[config.mk]
export PLATFORM = sky130hd
export DESIGN_NAME = mainfsm
export DESIGN_NICKNAME = d
export VERILOG_FILES = /design/src/rtl/mainfsm_pkg.sv /design/src/rtl/mainfsm_instrdec.sv /design/src/rtl/mainfsm.sv
export SDC_FILE = /design/constraint.sdc
export NUM_CORES = 1
export LEC_CHECK = 0
export CAP_MARGIN = 10
export CORE_ASPECT_RATIO = 0.6
export CORE_MARGIN = 3
export CORE_UTILIZATION = 45
export CTS_BUF_LIST = sky130_fd_sc_hd__clkbuf_16
export CTS_CLUSTER_DIAMETER = 120
export DETAILED_ROUTE_END_ITERATION = 10
export GPL_ROUTABILITY_DRIVEN = 0
export PLACE_DENSITY_LB_ADDON = 0.3
export SYNTH_ARGS = -nofsm -noshare
export SYNTH_HDL_FRONTEND = slang
export SYNTH_HIERARCHICAL = 1
export SYNTH_SLANG_ARGS = --single-unit
[constraint.sdc]
create_clock -name clk -period 4.2 [get_ports clk]
set_clock_uncertainty 0.2 [all_clocks]
set_input_delay 0.84 -clock clk [delete_from_list [all_inputs] [get_ports clk]]
set_output_delay 0.84 -clock clk [all_outputs]
set_load 0.005 [all_outputs]
[src/rtl/mainfsm_pkg.sv]
// Shared encodings for the multi-cycle RV32I controller: state codes, opcodes
// and the datapath select values also used by the ALU decoder.
package mainfsm_pkg;

  localparam logic [3:0] ST_FETCH    = 4'd0;
  localparam logic [3:0] ST_DECODE   = 4'd1;
  localparam logic [3:0] ST_MEMADR   = 4'd2;
  localparam logic [3:0] ST_MEMREAD  = 4'd3;
  localparam logic [3:0] ST_MEMWB    = 4'd4;
  localparam logic [3:0] ST_MEMWRITE = 4'd5;
  localparam logic [3:0] ST_EXECUTER = 4'd6;
  localparam logic [3:0] ST_EXECUTEI = 4'd7;
  localparam logic [3:0] ST_ALUWB    = 4'd8;
  localparam logic [3:0] ST_JAL      = 4'd9;
  localparam logic [3:0] ST_BEQ      = 4'd10;

  typedef enum logic [3:0] {
    FETCH    = ST_FETCH,
    DECODE   = ST_DECODE,
    MEMADR   = ST_MEMADR,
    MEMREAD  = ST_MEMREAD,
    MEMWB    = ST_MEMWB,
    MEMWRITE = ST_MEMWRITE,
    EXECUTER = ST_EXECUTER,
    EXECUTEI = ST_EXECUTEI,
    ALUWB    = ST_ALUWB,
    JAL      = ST_JAL,
    BEQ      = ST_BEQ
  } state_t;

  localparam logic [6:0] OP_LW   = 7'b0000011;
  localparam logic [6:0] OP_SW   = 7'b0100011;
  localparam logic [6:0] OP_RTYP = 7'b0110011;
  localparam logic [6:0] OP_IALU = 7'b0010011;
  localparam logic [6:0] OP_BEQ  = 7'b1100011;
  localparam logic [6:0] OP_JAL  = 7'b1101111;

  localparam logic [1:0] ALUOP_ADD   = 2'b00;
  localparam logic [1:0] ALUOP_SUB   = 2'b01;
  localparam logic [1:0] ALUOP_FUNCT = 2'b10;

  localparam logic [1:0] SRCA_PC    = 2'b00;
  localparam logic [1:0] SRCA_OLDPC = 2'b01;
  localparam logic [1:0] SRCA_RS1   = 2'b10;

  localparam logic [1:0] SRCB_RS2  = 2'b00;
  localparam logic [1:0] SRCB_IMM  = 2'b01;
  localparam logic [1:0] SRCB_FOUR = 2'b10;

  localparam logic [1:0] RES_ALUOUT    = 2'b00;
  localparam logic [1:0] RES_RDATA     = 2'b01;
  localparam logic [1:0] RES_ALURESULT = 2'b10;

  localparam logic [1:0] IMM_I = 2'b00;
  localparam logic [1:0] IMM_S = 2'b01;
  localparam logic [1:0] IMM_B = 2'b10;
  localparam logic [1:0] IMM_J = 2'b11;

endpackage

[src/rtl/mainfsm_instrdec.sv]
// Immediate-format select decoded straight from the opcode; valid in every
// state so the immediate generator never waits on the controller.
module instrdec
  import mainfsm_pkg::*;
(
  input  logic [6:0] op,
  output logic [1:0] immsrc
);

  always_comb begin
    immsrc = IMM_I;
    case (op)
      OP_LW, OP_IALU: immsrc = IMM_I;
      OP_SW:          immsrc = IMM_S;
      OP_BEQ:         immsrc = IMM_B;
      OP_JAL:         immsrc = IMM_J;
      default:        immsrc = 2'b00;
    endcase
  end

endmodule

[src/rtl/mainfsm.sv]
// Multi-cycle RV32I main controller: sequences fetch/decode/execute/memory/
// writeback, drives datapath selects and enables, counts retired instructions.
module mainfsm
  import mainfsm_pkg::*;
#(
  parameter int CNT_W = 32
) (
  input  logic             clk,
  input  logic             rst_n,
  input  logic [6:0]       op,
  input  logic             zero,
  input  logic             mem_ready,
  output logic [1:0]       aluop,
  output logic [1:0]       alusrca,
  output logic [1:0]       alusrcb,
  output logic [1:0]       resultsrc,
  output logic [1:0]       immsrc,
  output logic             adrsrc,
  output logic             irwrite,
  output logic             regwrite,
  output logic             memwrite,
  output logic             pcwrite,
  output logic             illegal_op,
  output logic [CNT_W-1:0] instret
);

  state_t state, next;
  logic   pcupdate, branch, retire;

  instrdec u_instrdec (
    .op     (op),
    .immsrc (immsrc)
  );

  always_ff @(posedge clk) begin
    if (!rst_n) begin
      state   <= FETCH;
      instret <= '0;
    end else begin
      state <= next;
      if (retire) instret <= instret + CNT_W'(1);
    end
  end

  always_comb begin
    next       = state;
    aluop      = ALUOP_ADD;
    alusrca    = SRCA_PC;
    alusrcb    = SRCB_RS2;
    resultsrc  = RES_ALUOUT;
    adrsrc     = 1'b0;
    irwrite    = 1'b0;
    regwrite   = 1'b0;
    memwrite   = 1'b0;
    pcupdate   = 1'b0;
    branch     = 1'b0;
    illegal_op = 1'b0;
    retire     = 1'b0;

    case (state)
      FETCH: begin
        alusrcb   = SRCB_FOUR;
        resultsrc = RES_ALURESULT;
        if (mem_ready) begin
          irwrite  = 1'b1;
          pcupdate = 1'b1;
          next     = DECODE;
        end
      end
      DECODE: begin
        alusrca = SRCA_OLDPC;
        alusrcb = SRCB_IMM;
        case (op)
          OP_LW, OP_SW: next = MEMADR;
          OP_RTYP:      next = EXECUTER;
          OP_IALU:      next = EXECUTEI;
          OP_JAL:       next = JAL;
          OP_BEQ:       next = BEQ;
          default: begin
            illegal_op = 1'b1;
            next       = FETCH;
          end
        endcase
      end
      MEMADR: begin
        alusrca = SRCA_RS1;
        alusrcb = SRCB_IMM;
        if (op == OP_LW)      next = MEMREAD;
        else if (op == OP_SW) next = MEMWRITE;
        else                  next = FETCH;
      end
      MEMREAD: begin
        adrsrc = 1'b1;
        if (mem_ready) next = MEMWB;
      end
      MEMWB: begin
        resultsrc = RES_RDATA;
        regwrite  = 1'b1;
        retire    = 1'b1;
        next      = FETCH;
      end
      MEMWRITE: begin
        adrsrc   = 1'b1;
        memwrite = 1'b1;
        if (mem_ready) begin
          retire = 1'b1;
          next   = FETCH;
        end
      end
      EXECUTER: begin
        alusrca = SRCA_RS1;
        aluop   = ALUOP_FUNCT;
        next    = ALUWB;
      end
      EXECUTEI: begin
        alusrca = SRCA_RS1;
        alusrcb = SRCB_IMM;
        aluop   = ALUOP_FUNCT;
        next    = ALUWB;
      end
      ALUWB: begin
        regwrite = 1'b1;
        retire   = 1'b1;
        next     = FETCH;
      end
      JAL: begin
        alusrca  = SRCA_OLDPC;
        alusrcb  = SRCB_FOUR;
        pcupdate = 1'b1;
        next     = ALUWB;
      end
      BEQ: begin
        alusrca = SRCA_RS1;
        aluop   = ALUOP_SUB;
        branch  = 1'b1;
        retire  = 1'b1;
        next    = FETCH;
      end
      default: next = FETCH;
    endcase

    // Reset aborts whatever is in flight: FETCH selects, every enable low.
    if (!rst_n) begin
      next       = FETCH;
      aluop      = ALUOP_ADD;
      alusrca    = SRCA_PC;
      alusrcb    = SRCB_FOUR;
      resultsrc  = RES_ALURESULT;
      adrsrc     = 1'b0;
      irwrite    = 1'b0;
      regwrite   = 1'b0;
      memwrite   = 1'b0;
      pcupdate   = 1'b0;
      branch     = 1'b0;
      illegal_op = 1'b0;
      retire     = 1'b0;
    end
  end

  assign pcwrite = pcupdate | (branch & zero);

endmodule

Word-level counts from Yosys, hierarchy flattened
Index checks and enable logic that the tools add are counted.
{"block": "word_totals", "ff_bits": 36, "input_bits": 11, "output_inout_bits": 48, "elab_cells": 71}
{"block": "op_classes", "n_reduce_logical": 13, "n_mux": 34, "bitwise": 2, "n_eq_ne": 19, "add_sub_neg": 1}
{"op": "$add A32 B1 Y32 const B", "count": 1}
{"op": "$pmux W4 S6", "count": 1}
{"op": "$pmux W4 S5", "count": 1}
{"op": "$eq A4 B3 Y1 const B", "count": 4}
{"op": "$mux W1", "count": 16}
{"op": "$pmux W2 S2", "count": 4}
{"op": "$eq A7 B6 Y1 const B", "count": 2}
{"op": "$eq A7 B7 Y1 const B", "count": 2}
{"op": "$eq A4 B4 Y1 const B", "count": 3}
{"op": "$mux W4", "count": 3}
{"op": "$reduce_or A2 Y1", "count": 6}
{"op": "$reduce_or A3 Y1", "count": 3}
{"op": "$eq A4 B2 Y1 const B", "count": 2}
{"op": "$mux W2", "count": 4}
{"op": "$eq A7 B2 Y1 const B", "count": 1}
{"op": "$eq A7 B5 Y1 const B", "count": 1}
{"op": "$mux W3", "count": 2}
{"op": "$ne A2 B2 Y1 const B", "count": 3}
{"op": "$pmux W2 S3", "count": 1}
{"op": "$reduce_or A6 Y1", "count": 1}
{"op": "$eq A4 B1 Y1 const B", "count": 1}
{"op": "$logic_not A4 Y1", "count": 1}
{"op": "$pmux W1 S2", "count": 2}
{"op": "$reduce_or A4 Y1", "count": 1}
{"op": "other kinds (3)", "count": 3}

Longest topological paths before layout
{"block": "depth", "ltp_word": 5, "mapped_depth": 6, "ltp_nobuf": 5}

Cells and area by module
Netlist, hierarchy kept.
{"module": "mainfsm", "n_inst": 1, "cells_per_inst": 278, "seq_area_each_um2": 720.7, "area_per_inst_um2": 2257.2}
{"module": "instrdec", "n_inst": 1, "cells_per_inst": 6, "seq_area_each_um2": 0.0, "area_per_inst_um2": 43.8}

Worst setup path before layout
No wires, ideal clock.
{"block": "synth_timing", "path_kind": "input -> output", "from": "input port rst_n", "to": "output port illegal_op", "t_required_ps": 3160, "n_path_buf": 2, "arrival_time_ps": 1650, "slack_ps": 1510, "path_stages": 4, "cell_sequence": "clkbuf_1 -> clkbuf_1 -> o2111ai_1 -> nor2_1"}
{"block": "synth_via", "elab_chain_cells": 1}
{"item": "start, declared", "line_no": "mainfsm.sv:9", "text": "input logic rst_n,"}
{"item": "$mux W1", "line_no": "mainfsm.sv:143", "text": "if (!rst_n) begin"}
{"item": "end, declared", "line_no": "mainfsm.sv:23", "text": "output logic illegal_op,"}
Every way passes these cells.

Final worst setup path
{"block": "layout_timing", "from": "input port mem_ready", "to": "output port pcwrite"}
{"block": "layout_via", "elab_chain_cells": 4}
{"item": "start, declared", "line_no": "mainfsm.sv:12", "text": "input logic mem_ready,"}
{"item": "$mux W1", "line_no": "mainfsm.sv:64", "text": "if (mem_ready) begin"}
{"item": "$pmux W1 S2", "line_no": "mainfsm.sv:60", "text": "case (state)"}
{"item": "$mux W1", "line_no": "mainfsm.sv:143"}
{"item": "$or A1 B1 Y1", "line_no": "mainfsm.sv:160", "text": "assign pcwrite = pcupdate | (branch & zero);"}
{"item": "end, declared", "line_no": "mainfsm.sv:22", "text": "output logic pcwrite,"}
Every way passes these cells.

==> results.rst <==
.. list-table::
   :header-rows: 1

   * - Metric
     - Value
   * - Result of the run
     - complete, no violations
   * - Met3 layer wire length in the routed design
     - 606 um
   * - Maximum buffer depth of the clock tree
     - 2
   * - Die span in x
     - 98.32 um
   * - Max-Cap Viols
     - 0
   * - Final hold violation count
     - 0
   * - Final setup viols
     - 0
   * - TritonRoute pass-1 iters
     - 5
   * - Wl on met1
     - 3139 um
   * - Pleak
     - 0.001028 uW
   * - P per Cell Area
     - 248.6 mW/mm^2
   * - TritonCTS clock tree
     - yes
   * - Starting utilization of the core area
     - 0.4839
   * - Remaining antenna violation count
     - 0
   * - Post-DP Area
     - 0.002932 sq mm
   * - Clock sink count
     - 36
   * - Worst-skew pair later-pin latency
     - 0.28 ns
   * - Class of the tightest hold or removal check
     - flip-flop to flip-flop
   * - Post-synthesis register bit count
     - 36
   * - Cell internal pwr
     - 589.8 uW
   * - First-iteration detailed-routing DRC count
     - 195
   * - Nets@finish
     - 351
   * - Number of nets produced by synthesis
     - 296
   * - Post-route cell area
     - 0.003072 sq mm
   * - Origin of the critical flop-to-flop path
     - state[1]$_SDFFE_PN0P_
   * - Switching share of power
     - 0.2276
   * - Max Fclk
     - 0.2727 GHz
   * - Number of buffers added to fix hold violations after cts
     - 0
   * - Cell depth of the worst min-delay path
     - 2
   * - Number of gates resized after CTS
     - 0
   * - Synth area leaders
     - sky130_fd_sc_hd__dfxtp_1 31%, sky130_fd_sc_hd__nand2b_1 6.3%, sky130_fd_sc_hd__nand2_1 5.7%
   * - Placeable core region
     - 0.004755 sq mm
   * - Slew of the pin with the lowest slew margin
     - 0.9252 ns
   * - Inserted Clock Buffers
     - 5
   * - Setup TNS
     - 0 ns
   * - Setup Buffers After CTS
     - 0
   * - Total congestion overflow after global routing
     - 0
   * - Final Slew Violations
     - 0
   * - Kind of start point of the critical path
     - input pin
   * - Sequential fraction of the synthesis area
     - 0.3132
   * - Setup repair after global routing missed its margin
     - false
   * - Initial antenna violation count
     - 0
   * - Total of fill cells in the finished design
     - 415
   * - Dpl hpwl
     - 4484 um
   * - IR drop worst, VDD
     - 0.0001499 V
   * - Async SR Flop Fraction
     - 0
   * - Deepest level of the CTS H-tree
     - 2
   * - Endpoint kind of the worst setup timing path
     - output port
   * - Synth Instances
     - 284
   * - Net switching power
     - 173.8 uW
   * - Uppermost signal routing layer after detailed routing
     - met4
   * - Synth-to-layout area growth
     - 33.50%
   * - Cell count of the worst reg-to-reg path
     - 4
   * - Capturing point of the worst reg2reg path
     - instret[21]$_SDFFE_PN0P_
   * - CP Class
     - input pin to output port
   * - Via density per instance
     - 5.958
   * - Amount of wire on met2 after detailed routing
     - 2361 um
   * - Post-synth EDFFs
     - 0
   * - Post-route non-filler standard cell count
     - 403
   * - Site Rows
     - 19
   * - Ys Warns
     - 6
   * - Sequential fraction of design power
     - 0.454
   * - Post-synthesis cell type count
     - 50
   * - Per-instance average area after synthesis
     - 8.102 sq um
   * - Clock share of power
     - 0.459
   * - DR DRC count
     - 0
   * - Slew HR
     - 0.3822
   * - Yosys top cell by area
     - sky130_fd_sc_hd__dfxtp_1
   * - Maximum number of pins on one net before global-route repair
     - 28
   * - Post-route fraction of the period consumed by the critical path
     - 0.8732
   * - Total Routed Length
     - 6184 um
   * - Portion of total power attributed to combinational logic
     - 0.087
   * - Most common cell after layout, fill and taps aside
     - sky130_fd_sc_hd__clkdlybuf4s50_1
   * - Worst Path Required
     - 3.16 ns
   * - Root buffer selected by CTS
     - sky130_fd_sc_hd__clkbuf_16
   * - Area used by sequential logic in the layout
     - 720.7 sq um
   * - Total power of the final layout
     - 763.6 uW
   * - Quantity of I/O buffers inserted on ports
     - 58
   * - Number of primary I/O pins
     - 59
   * - Number of antenna repair diodes
     - 0
   * - Worst Path Arrival
     - 2.63 ns
   * - First-pass GRT wire length
     - 10580 um
   * - Commonest cells after routing, fill and taps aside
     - 58 x sky130_fd_sc_hd__clkdlybuf4s50_1, 36 x sky130_fd_sc_hd__dfxtp_1, 35 x sky130_fd_sc_hd__nand2_1
   * - Layout cells sized above 1
     - 0.05882
   * - Min-Delay Startpoint
     - instret[31]$_SDFFE_PN0P_
   * - Number of global-route vias before repair
     - 2117
   * - Area used by multi-input combinational logic
     - 0.001484 sq mm
   * - Placed cell count
     - 395
   * - Minimum period implied by the final worst setup slack
     - 3.668 ns
   * - Worst-path fanout max
     - 8
   * - Area of the die
     - 0.006036 sq mm
   * - Register-to-register setup slack
     - 1.57 ns
   * - Die extent in y
     - 61.39 um
   * - Wire per inst
     - 15.34 um
   * - Yosys top cell area share
     - 0.3132
   * - Combined area of all synthesized cells
     - 0.002301 sq mm
   * - Total number of vias
     - 2401
   * - Main synth FF type
     - sky130_fd_sc_hd__dfxtp_1
   * - Overall routing resource usage
     - 0.2188
   * - Worst hold endpoint
     - instret[31]$_SDFFE_PN0P_
   * - Clock-pin slew of the registers on the worst-case setup and hold paths
     - 0.05 ns
   * - Utilization after layout
     - 0.6461
## worst max path at each step
stage	start	cells after the start	slack, ns	endpoint
CTS	mem_ready	6	0.53	pcwrite
global route	op[3]	5	0.42	illegal_op
detailed placement	op[3]	5	0.55	illegal_op
floorplan	rst_n	4	1.51	illegal_op
finish	mem_ready	6	0.53	pcwrite
global placement	mem_ready	6	0.56	pcwrite
## critical path, stage by stage
cell	delay [ns]
sky130_fd_sc_hd__clkdlybuf4s50_1	0.61
sky130_fd_sc_hd__inv_1	0.12
sky130_fd_sc_hd__o31a_1	0.25
sky130_fd_sc_hd__a2bb2oi_1	0.12
sky130_fd_sc_hd__nor3_1	0.16
sky130_fd_sc_hd__clkdlybuf4s50_1	0.53
## state kept, by name, indices dropped and copies added, names as in the netlist
name     flops
instret     32
state        4
## metrics by stage
| step | setup slack, ns | hold WS [ns] |
|---|---|---|
| 2_1_floorplan | 1.510 | 0.2591 |
| 3_3_place_gp | 0.5585 | 0.2561 |
| 6_report | 0.5324 | 0.2715 |
| 5_1_grt | 0.4248 | 0.2899 |
| 3_5_place_dp | 0.5517 | 0.2633 |
| 4_1_cts | 0.5344 | 0.2731 |
## cell type report
class,count,area share
multi-input cells,226,0.4831
well taps,63,0.02566
flip-flops and latches,36,0.2346
inverters,6,0.007332
repair buffers,64,0.2037
clock buffers,5,0.04073
clock inverters,3,0.004888
## power by group through the flow
| stage | Clock [uW] | Sequential, uW | Combinational [uW] |
|---|---|---|---|
| 3_5_place_dp | 0 | 354 | 65.2 |
| 6_report | 351 | 347 | 66.2 |
| 3_3_place_gp | 0 | 354 | 64.5 |
| 4_1_cts | 358 | 347 | 65.8 |
| 5_1_grt | 374 | 347 | 73.8 |
| 2_1_floorplan | 0 | 351 | 35.3 |
## synthesized netlist by cell type (7+ instances only)
library cell	instances
sky130_fd_sc_hd__dfxtp_1	36
sky130_fd_sc_hd__nand2_1	35
sky130_fd_sc_hd__nand2b_1	23
sky130_fd_sc_hd__nor2_1	16
sky130_fd_sc_hd__a21oi_1	13
sky130_fd_sc_hd__mux2i_1	13
sky130_fd_sc_hd__nor4_1	12
sky130_fd_sc_hd__clkbuf_1	11
sky130_fd_sc_hd__nand3_1	10
sky130_fd_sc_hd__nand4_1	8
sky130_fd_sc_hd__o311ai_0	8
sky130_fd_sc_hd__o21ai_0	7
sky130_fd_sc_hd__o41ai_1	7
sky130_fd_sc_hd__or3_1	7
## kinds of logic after synthesis
kind of cell               Yosys count  synth area share
DFF                                 36            0.3132
muxes                               13           0.05655
buffers and inverters               22           0.04187
xor gates and xnor gates             8           0.03045
AOI/OAI and AO/OA                   54            0.1702
adders and majority gates            1          0.005437
and+or+nand+nor                    150            0.3823
## layer usage
layer | global-route usage | vias up
li1 | - | 1179
met1 | 0.3340 | 1093
met2 | 0.2949 | 122
met3 | 0.05656 | 7
met4 | 0.07198 | 0
met5 | 0 | -
No activity file was read; power rests on OpenSTA's default activity.
